--- src/rtl/coherent_demod_mc.sv ---
// coherent_demod_mc
//
// Coherent demodulator for BPSK / ASK / QPSK. Each accepted received sample is
// multiplied by the local in-phase and quadrature references; the products are
// integrated over a programmable number of samples in saturating accumulators.
// At the end of every symbol a decision, the final I accumulator (soft metric)
// and a sticky saturation flag are registered and strobed for one cycle.
//
// Ports:
//   clk         in   rising-edge clock
//   rst         in   asynchronous active-high reset
//   enable      in   1 = run, 0 = return to IDLE and clear symbol state
//   mode        in   00 BPSK, 01 ASK, 10 QPSK, 11 BPSK
//   sps         in   samples per symbol (0 behaves as 1)
//   ask_thresh  in   signed ASK decision threshold
//   sym_sync    in   pulse: drop the partial symbol and restart the count
//   in_valid    in   recv_sig / ref_i / ref_q carry a sample this cycle
//   recv_sig    in   signed received sample
//   ref_i       in   signed local cosine
//   ref_q       in   signed local sine
//   busy        out  high while the FSM is in RUN (doubles as state debug)
//   out_valid   out  one-cycle decision strobe
//   out_data    out  bit0 = I decision, bit1 = Q decision (QPSK only)
//   out_metric  out  signed final I accumulator of the symbol
//   out_sat     out  an accumulator clamped during the symbol
//
// Handshake: there is no back-pressure. A sample is taken on every rising
// edge where the block is in RUN, enable is high and in_valid is high; with
// in_valid low everything holds. out_valid is a pure strobe, high for exactly
// one cycle; out_data/out_metric/out_sat stay stable until the next strobe.

module coherent_demod_mc #(
    parameter int DATA_WIDTH = 12,
    parameter int SPS_WIDTH  = 10,
    parameter int ACC_WIDTH  = 2*DATA_WIDTH+4
) (
    input  logic                         clk,
    input  logic                         rst,
    input  logic                         enable,
    input  logic [1:0]                   mode,
    input  logic [SPS_WIDTH-1:0]         sps,
    input  logic signed [ACC_WIDTH-1:0]  ask_thresh,
    input  logic                         sym_sync,
    input  logic                         in_valid,
    input  logic signed [DATA_WIDTH-1:0] recv_sig,
    input  logic signed [DATA_WIDTH-1:0] ref_i,
    input  logic signed [DATA_WIDTH-1:0] ref_q,
    output logic                         busy,
    output logic                         out_valid,
    output logic [1:0]                   out_data,
    output logic signed [ACC_WIDTH-1:0]  out_metric,
    output logic                         out_sat
);

    localparam int PW = 2*DATA_WIDTH;
    localparam logic [1:0] MODE_ASK  = 2'b01;
    localparam logic [1:0] MODE_QPSK = 2'b10;
    localparam logic [ACC_WIDTH-1:0] ACC_MAX = {1'b0, {(ACC_WIDTH-1){1'b1}}};
    localparam logic [ACC_WIDTH-1:0] ACC_MIN = {1'b1, {(ACC_WIDTH-1){1'b0}}};

    typedef enum logic {ST_IDLE, ST_RUN} state_t;

    state_t state_q, state_d;

    logic [SPS_WIDTH-1:0] cnt_q, cnt_d;
    logic [ACC_WIDTH-1:0] acc_i_q, acc_i_d;
    logic [ACC_WIDTH-1:0] acc_q_q, acc_q_d;
    logic                 sat_q, sat_d;
    logic [1:0]           mode_lat_q, mode_lat_d;
    logic [SPS_WIDTH-1:0] sps_lat_q, sps_lat_d;
    logic [ACC_WIDTH-1:0] thr_lat_q, thr_lat_d;
    logic                 out_valid_q, out_valid_d;
    logic [1:0]           out_data_q, out_data_d;
    logic [ACC_WIDTH-1:0] out_metric_q, out_metric_d;
    logic                 out_sat_q, out_sat_d;

    // ---------------------------------------------------------------- FSM
    always_ff @(posedge clk or posedge rst) begin
        if (rst) state_q <= ST_IDLE;
        else     state_q <= state_d;
    end

    always_comb begin
        state_d = state_q;
        case (state_q)
            ST_IDLE: if (enable)  state_d = ST_RUN;
            ST_RUN:  if (!enable) state_d = ST_IDLE;
            default: state_d = ST_IDLE;
        endcase
    end

    assign busy = (state_q == ST_RUN);

    // ----------------------------------------------------------- datapath
    logic                        active, accept, sync, first, last;
    logic [SPS_WIDTH-1:0]        sps_in, sps_cur, cnt_cur;
    logic [1:0]                  mode_cur;
    logic [ACC_WIDTH-1:0]        thr_cur;
    logic signed [PW-1:0]        prod_i, prod_q;
    logic [ACC_WIDTH-1:0]        pe_i, pe_q, base_i, base_q, nx_i, nx_q;
    logic [ACC_WIDTH:0]          sum_i, sum_q;
    logic                        ovf_i, ovf_q, sat_nx;
    logic [1:0]                  dec;

    // enable=0 in RUN overrides everything, so nothing is accepted that cycle.
    assign active = busy && enable;
    assign accept = active && in_valid;
    assign sync   = active && sym_sync;

    assign prod_i = recv_sig * ref_i;
    assign prod_q = recv_sig * ref_q;
    assign pe_i   = {{(ACC_WIDTH-PW){prod_i[PW-1]}}, prod_i};
    assign pe_q   = {{(ACC_WIDTH-PW){prod_q[PW-1]}}, prod_q};

    always_comb begin
        // A sync sample is sample 0 of a fresh symbol: start from a cleared
        // counter/accumulator and use the live configuration.
        cnt_cur  = sync ? '0 : cnt_q;
        base_i   = sync ? '0 : acc_i_q;
        base_q   = sync ? '0 : acc_q_q;
        first    = (cnt_cur == '0);
        sps_in   = (sps == '0) ? SPS_WIDTH'(1) : sps;
        sps_cur  = first ? sps_in : sps_lat_q;
        mode_cur = first ? mode : mode_lat_q;
        thr_cur  = first ? ask_thresh : thr_lat_q;

        // One guard bit detects overflow; clamp toward the sign of the sum.
        sum_i = {base_i[ACC_WIDTH-1], base_i} + {pe_i[ACC_WIDTH-1], pe_i};
        sum_q = {base_q[ACC_WIDTH-1], base_q} + {pe_q[ACC_WIDTH-1], pe_q};
        ovf_i = sum_i[ACC_WIDTH] ^ sum_i[ACC_WIDTH-1];
        ovf_q = sum_q[ACC_WIDTH] ^ sum_q[ACC_WIDTH-1];
        nx_i  = ovf_i ? (sum_i[ACC_WIDTH] ? ACC_MIN : ACC_MAX) : sum_i[ACC_WIDTH-1:0];
        nx_q  = ovf_q ? (sum_q[ACC_WIDTH] ? ACC_MIN : ACC_MAX) : sum_q[ACC_WIDTH-1:0];
        sat_nx = ((sync ? 1'b0 : sat_q) | ovf_i | ovf_q);

        last = accept && (cnt_cur == (sps_cur - SPS_WIDTH'(1)));

        dec = 2'b00;
        if (mode_cur == MODE_ASK) dec[0] = ($signed(nx_i) >= $signed(thr_cur));
        else                      dec[0] = ~nx_i[ACC_WIDTH-1];
        if (mode_cur == MODE_QPSK) dec[1] = ~nx_q[ACC_WIDTH-1];
    end

    always_comb begin
        cnt_d        = cnt_q;
        acc_i_d      = acc_i_q;
        acc_q_d      = acc_q_q;
        sat_d        = sat_q;
        mode_lat_d   = mode_lat_q;
        sps_lat_d    = sps_lat_q;
        thr_lat_d    = thr_lat_q;
        out_valid_d  = 1'b0;
        out_data_d   = out_data_q;
        out_metric_d = out_metric_q;
        out_sat_d    = out_sat_q;

        if (!active) begin
            cnt_d   = '0;
            acc_i_d = '0;
            acc_q_d = '0;
            sat_d   = 1'b0;
        end else if (accept) begin
            if (first) begin
                mode_lat_d = mode;
                sps_lat_d  = sps_in;
                thr_lat_d  = ask_thresh;
            end
            if (last) begin
                // A sync sample that would also close the symbol (sps=1)
                // is swallowed without a strobe.
                if (!sync) begin
                    out_valid_d  = 1'b1;
                    out_data_d   = dec;
                    out_metric_d = nx_i;
                    out_sat_d    = sat_nx;
                end
                cnt_d   = '0;
                acc_i_d = '0;
                acc_q_d = '0;
                sat_d   = 1'b0;
            end else begin
                cnt_d   = cnt_cur + SPS_WIDTH'(1);
                acc_i_d = nx_i;
                acc_q_d = nx_q;
                sat_d   = sat_nx;
            end
        end else if (sync) begin
            cnt_d   = '0;
            acc_i_d = '0;
            acc_q_d = '0;
            sat_d   = 1'b0;
        end
    end

    always_ff @(posedge clk or posedge rst) begin
        if (rst) begin
            cnt_q        <= '0;
            acc_i_q      <= '0;
            acc_q_q      <= '0;
            sat_q        <= 1'b0;
            mode_lat_q   <= '0;
            sps_lat_q    <= SPS_WIDTH'(1);
            thr_lat_q    <= '0;
            out_valid_q  <= 1'b0;
            out_data_q   <= '0;
            out_metric_q <= '0;
            out_sat_q    <= 1'b0;
        end else begin
            cnt_q        <= cnt_d;
            acc_i_q      <= acc_i_d;
            acc_q_q      <= acc_q_d;
            sat_q        <= sat_d;
            mode_lat_q   <= mode_lat_d;
            sps_lat_q    <= sps_lat_d;
            thr_lat_q    <= thr_lat_d;
            out_valid_q  <= out_valid_d;
            out_data_q   <= out_data_d;
            out_metric_q <= out_metric_d;
            out_sat_q    <= out_sat_d;
        end
    end

    assign out_valid  = out_valid_q;
    assign out_data   = out_data_q;
    assign out_metric = out_metric_q;
    assign out_sat    = out_sat_q;

endmodule
--- config.mk ---
export PLATFORM = sky130hd
export DESIGN_NAME = coherent_demod_mc
export DESIGN_NICKNAME = d
export VERILOG_FILES = /design/src/rtl/coherent_demod_mc.sv
export SDC_FILE = /design/constraint.sdc
export NUM_CORES = 1
export LEC_CHECK = 0
export BUFFER_PORTS_ARGS = -buffer_cell sky130_fd_sc_hd__buf_4
export CAP_MARGIN = 20
export CORE_MARGIN = 10
export CORE_UTILIZATION = 55
export CTS_CLUSTER_DIAMETER = 40
export CTS_CLUSTER_SIZE = 14
export DETAILED_ROUTE_END_ITERATION = 6
export PLACE_DENSITY = 0.73
export SETUP_SLACK_MARGIN = 0.5
export SLEW_MARGIN = 25
export SYNTH_ARGS = -nofsm -noshare
export SYNTH_HDL_FRONTEND = slang
export SYNTH_SLANG_ARGS = --single-unit
--- constraint.sdc ---
create_clock -name clk -period 15.51 [get_ports clk]
set_input_delay 3.8775 -clock clk [delete_from_list [all_inputs] [get_ports clk]]
set_output_delay 3.8775 -clock clk [all_outputs]
set_load 0.01 [all_outputs]
# Yosys cells after proc, flatten, opt, wreduce, memory -nomap -nowiden
# Index checks and enable logic that the tools add are counted.
[op_classes]
n_addsub = 4
mul = 2
n_lt_le_gt_ge = 1
n_eq_ne = 3
muxes = 31
bitwise_logic = 7
n_reduce_logical = 8
[ops]
columns = ["op", "n"]
rows = [
  ["two-way mux 28 bit", 13],
  ["two-way mux 10 bit", 6],
  ["adder 28 x 24 -> 29 bit", 2],
  ["multiplier 12 x 12 -> 24 bit", 2],
  ["greater-or-equal comparator 28 bit", 1],
  ["logical NOT 10 bit", 2],
  ["two-way mux 1 bit", 11],
  ["adder 10 x 1 -> 10 bit, second input constant", 1],
  ["== test 10 bit", 1],
  ["subtractor 10 x 1 -> 10 bit, second input constant", 1],
  ["logical AND 1 bit", 4],
  ["AND reduction 4 bit", 1],
  ["NOT 1 bit", 3],
  ["== test 2 x 1 -> 1 bit, second input constant", 1],
  ["== test 2 bit, second input constant", 1],
  ["two-way mux 2 bit", 1],
  ["bitwise OR 1 bit", 2],
  ["AND reduction 2 bit", 1],
  ["XOR 1 bit", 2],
]
[word_totals]
regBits = 140
input_bits = 81
out_inout_bits = 33
word_cells = 68

# Logic depth before layout (Yosys ltp)
[logic_depth]
depth_word = 11
depth_mapped = 38
ltp_nobuf = 36

# Least setup slack after synthesis
# No wires, ideal clock.
[synth_path]
path_type = "in2reg"
startpoint = "in ref_i[0]"
endpoint = "reg out_data_q[0] (netlist: out_data[0])"
setup_ns = 0.131
t_arrival_ns = 12.532
required_ns = 15.379
slack_ns = 2.847
path_stages = 34
n_path_buf = 2
path_cell_list = "clkbuf_1 nand2_1 fa_1 inv_1 fa_1 fa_1 fa_1 fa_1 ha_1 ha_1 a21o_1 a21o_1 a21oi_1 o22a_1 o2111a_1 o31ai_1 a21o_1 a21oi_1 xnor2_1 ha_1 inv_1 or4_1 buf_2 o21ai_0 ha_1 and3_1 a221o_1 a21o_1 a21o_1 a2111oi_0 o21ai_0 mux2_2 o31ai_1 mux2i_1"
[synth_between]
elab_chain_cells = 6
word_cells_on_any_way = 8
cone_classes = "1 x add/sub; 1 x mul; 1 x order compare; 3 x mux; 2 x bitwise"
[synth_rtl]
columns = ["item", "line_no", "source"]
rows = [
  ["from (decl)", "46", "input logic signed [DATA_WIDTH-1:0] ref_i,"],
  ["multiplier 12 x 12 -> 24 bit *", "110", "assign prod_i = recv_sig * ref_i;"],
  ["adder 28 x 24 -> 29 bit *", "128", "sum_i = {base_i[ACC_WIDTH-1], base_i} + {pe_i[ACC_WIDTH-1], pe_i};"],
  ["two-way mux 28 bit / XOR 1 bit (equally long branches)", "132, 130", ""],
  ["two-way mux 28 bit *", "132", "nx_i = ovf_i ? (sum_i[ACC_WIDTH] ? ACC_MIN : ACC_MAX) : sum_i[ACC_WIDTH-1:0];"],
  ["via nx_i[8]", "100", "logic [ACC_WIDTH-1:0] pe_i, pe_q, base_i, base_q, nx_i, nx_q;"],
  ["greater-or-equal comparator 28 bit *", "139", "if (mode_cur == MODE_ASK) dec[0] = ($signed(nx_i) >= $signed(thr_cur));"],
  ["two-way mux 1 bit *", "139", ""],
  ["to (signal assigned)", "217", "out_data_q <= out_data_d;"],
  ["to (decl)", "73", "logic [1:0] out_data_q, out_data_d;"],
]
# The timed path passes the listed nets; every way through them passes the cells marked *.
# A chain may end at the register's enable or synchronous reset.

# Worst setup path in the final report
[layout_path]
startpoint = "in recv_sig[11]"
endpoint = "reg out_data_q[0] (netlist: out_data[0])"
[layout_between]
elab_chain_cells = 6
word_cells_on_any_way = 8
cone_classes = "1 x add/sub; 1 x mul; 1 x order compare; 3 x mux; 2 x bitwise"
[layout_rtl]
columns = ["item", "line_no", "source"]
rows = [
  ["from (decl)", "45", "input logic signed [DATA_WIDTH-1:0] recv_sig,"],
  ["multiplier 12 x 12 -> 24 bit *", "110", ""],
  ["adder 28 x 24 -> 29 bit *", "128", ""],
  ["two-way mux 28 bit / XOR 1 bit (equally long branches)", "132, 130", ""],
  ["two-way mux 28 bit *", "132", ""],
  ["via nx_i[6]", "100", ""],
  ["greater-or-equal comparator 28 bit *", "139", ""],
  ["two-way mux 1 bit *", "139", ""],
]
# Marks and branches as above.

==> flow_summary_export.csv <==
group,metric,value,unit
status,status,"finished, final reports clean",
yosys,synth_cell_type_count,92,
clock_tree,cts_hold_buf,0,
clock_tree,htree_levels,4,
grt,grt_pass1_vias,17000,
die,start_util,0.561,
grt,grtUsageTotal,0.228,
layout,fin_cells,2807,
place,dp.cells,2777,
layout,area.growth.synth_to_final,7.78,%
clock_tree,path_clk_slew,0.06,ns
clock_tree,root_buffer,"clkbuf_16",
die,core,0.0389,mm^2
clock_tree,cts_sinks,140,
yosys,async_reset_ff_frac,1.00,
job,drv_cap,0,
drt,dr.pass1.iters,5,
critical_path,start_kind,"input port",
critical_path,endpoint_kind,"register",
yosys,synth_top_cell_by_area,"fa_1",
drt,post-route-drc-count,0,
yosys,synth_compound_area_frac,0.0982,
min_path,holdCritStartpoint,"thr_lat_q[10]$_DFFE_PP0P_",
layout,drive_above_1_share,0.102,
critical_path,cp-startpoint,"recv_sig[11]",
yosys,syn_inst,2236,
yosys,synth-simple-area-share,0.143,
yosys,synth_top_family_by_area,"adder cells",
critical_path,arrival,13.84,ns
yosys,synth_top_area_frac,0.336,
critical_path,crit_cells,32,
sta,fin_crit_sh,0.874,
yosys,synth_area,0.0218,mm^2
yosys,muxShareOfSynthArea,0.0391,
sta,fin_skew,0.00875,ns
clock_tree,postCtsSetupBuffers,0,
yosys,synth_xor_area_frac,0.0317,
layout,finalNetCount,2913,
drt,via_per_inst,5.69,
drt,drtIter0Drc,1070,
critical_path,reg2reg_from,"busy$_DFF_PP0_",
yosys,yosys-top-cells-area,"fa_1, dfrtp_1, ha_1",
yosys,synth_seq_cells,140,
sta,setup_tns,0,ns
critical_path,path_buf_inv,4,
place,io_buffers,113,
sta,rsz0062_at_grt,"false",
die,die_area,0.0481,mm^2
sta,worstMarginPinSlew,0.881,ns
clock_tree,cts-buffers-inserted,17,
yosys,syn_nets,2871,
min_path,min_path_type,"register to register",
grt,grt_pass1_wl,88.4,mm
critical_path,cp_top_family,"adder cells",
layout,final_cell_mix,"inv_1, fa_1, nand2_1",
die,die_y,219,um
yosys,synth-seq-area-share,0.161,
grt,antenna_found_initial,0,
critical_path,worstRegToRegCells,29,
grt,overflow,0,
critical_path,cpMaxStageDelayCell,"or4_1",
drt,drtAntennaViolNets,0,
min_path,whs_path_depth,2,
sta,fin_crit,13.55,ns
sta,relSlewSlack,0.413,
clock_tree,cts_resized,0,
die,ios,114,
drt,vias,16000,
drt,wl_per_cell,18.7,um
place,globalplace.congestion,0.909,
sta,finalMaxSlewViolations,0,
sta,finalSetupViolCount,0,
sta,clock.fmax,73.8,MHz
clock_tree,clk_latency,0.44,ns
drt,routed_wl,52.4,mm
critical_path,path_class,"input port to register",
die,rows,72,
grt,grt_max_degree,76,
critical_path,worstPathMaxFanout,24,
sta,hold_viol,0,
yosys,synthFlopType,"dfrtp_1",
yosys,synth_edf_count,0,
yosys,avgSynthCellArea,9.76,um^2
yosys,synthAdderAreaFrac,0.444,
clock_tree,tritoncts,"built",
clock_tree,ctsLongestPathBuffers,2,
critical_path,cp.required,15.79,ns
place,hpwl,41.7,mm
die,die_w,219,um
yosys,ys_warn_count,0,
critical_path,slowest_delay,0.84,ns
layout,num_antenna_cells,0,
sta,hold_ws,0.479,ns
[cell usage after synthesis (all sizes together), types with 15 or more instances]
| cell type | count |
|---|---|
| a21o | 33 |
| a21oi | 56 |
| a22o | 18 |
| and2 | 150 |
| buf | 15 |
| clkbuf | 82 |
| dfrtp | 139 |
| fa | 366 |
| ha | 188 |
| inv | 366 |
| mux2 | 38 |
| mux2i | 32 |
| nand2 | 263 |
| nand2b | 22 |
| nand3 | 27 |
| nor2 | 74 |
| nor3 | 17 |
| o21ai | 85 |
| o2bb2ai | 27 |
| xnor2 | 40 |
| xor2 | 30 |
[path summary, 6_finish.rpt]
path / endpoint / slack (ns)
hold / removal: thr_lat_q[10]$_DFFE_PP0P_ / 0.48
min in group asynchronous: acc_q_q[23]$_DFF_PP0_ / 3.59
max in group asynchronous: acc_i_q[16]$_DFF_PP0_ / 10.54
setup / recovery: out_data[0]$_DFFE_PP0P_ / 1.96
setup reg to reg: out_data[0]$_DFFE_PP0P_ / 5.31
hold reg to reg: thr_lat_q[10]$_DFFE_PP0P_ / 0.48
[sequential cells by signal, summed over array words and instances (netlist names)]
name,flops
acc_i_q,28
acc_q_q,28
busy,1
cnt_q,10
mode_lat_q,2
out_data,2
out_metric,28
out_sat,1
out_valid,1
sat_q,1
sps_lat_q,10
thr_lat_q,28
[worst reg2reg max path, delay by kind of cell, from the launching register on]
family	cells	cell delay, ns
AOI/OAI and AO/OA	11	2.69
adders and majority gates	8	3.28
DFF	1	0.52
muxes	2	0.39
buffers and inverters	1	0.07
and+or+nand+nor	7	3.10
[final cells by class]
type	count	area, um^2
sequential	140	3500
multi-input combinational	1633	16500
fill	3300	15400
inverter	366	1380
tap	518	648
clock inverter	12	118
clock buffer	18	439
timing repair buffer	120	901
[kinds of logic after synthesis]
group / after synthesis
flip-flops: 140
adder cells (fa/ha/maj): 555
AO/OA/AOI/OAI: 309
AND/OR/NAND/NOR: 627
buffers and inverters: 463
multiplexers: 70
XOR/XNOR: 72
[routing by layer]
layer / GRT usage / part of all wire
met2: 0.371 / 0.48
met1: 0.317 / 0.44
met5: 0 / 0
met4: 0.0467 / 0.013
met3: 0.0362 / 0.065
[through the flow]
step                       util  cell area, um^2  setup WS, ns
after floorplan               -            21800          2.85
after global placement    0.590            23000          1.84
after detailed placement  0.590            23000          1.63
after CTS                 0.604            23500          2.02
after global routing      0.605            23500          1.31
final                     0.605            23500          1.96
Power is not shown: default switching activity piles up to over one toggle a cycle in this logic, so the estimate is an artifact.
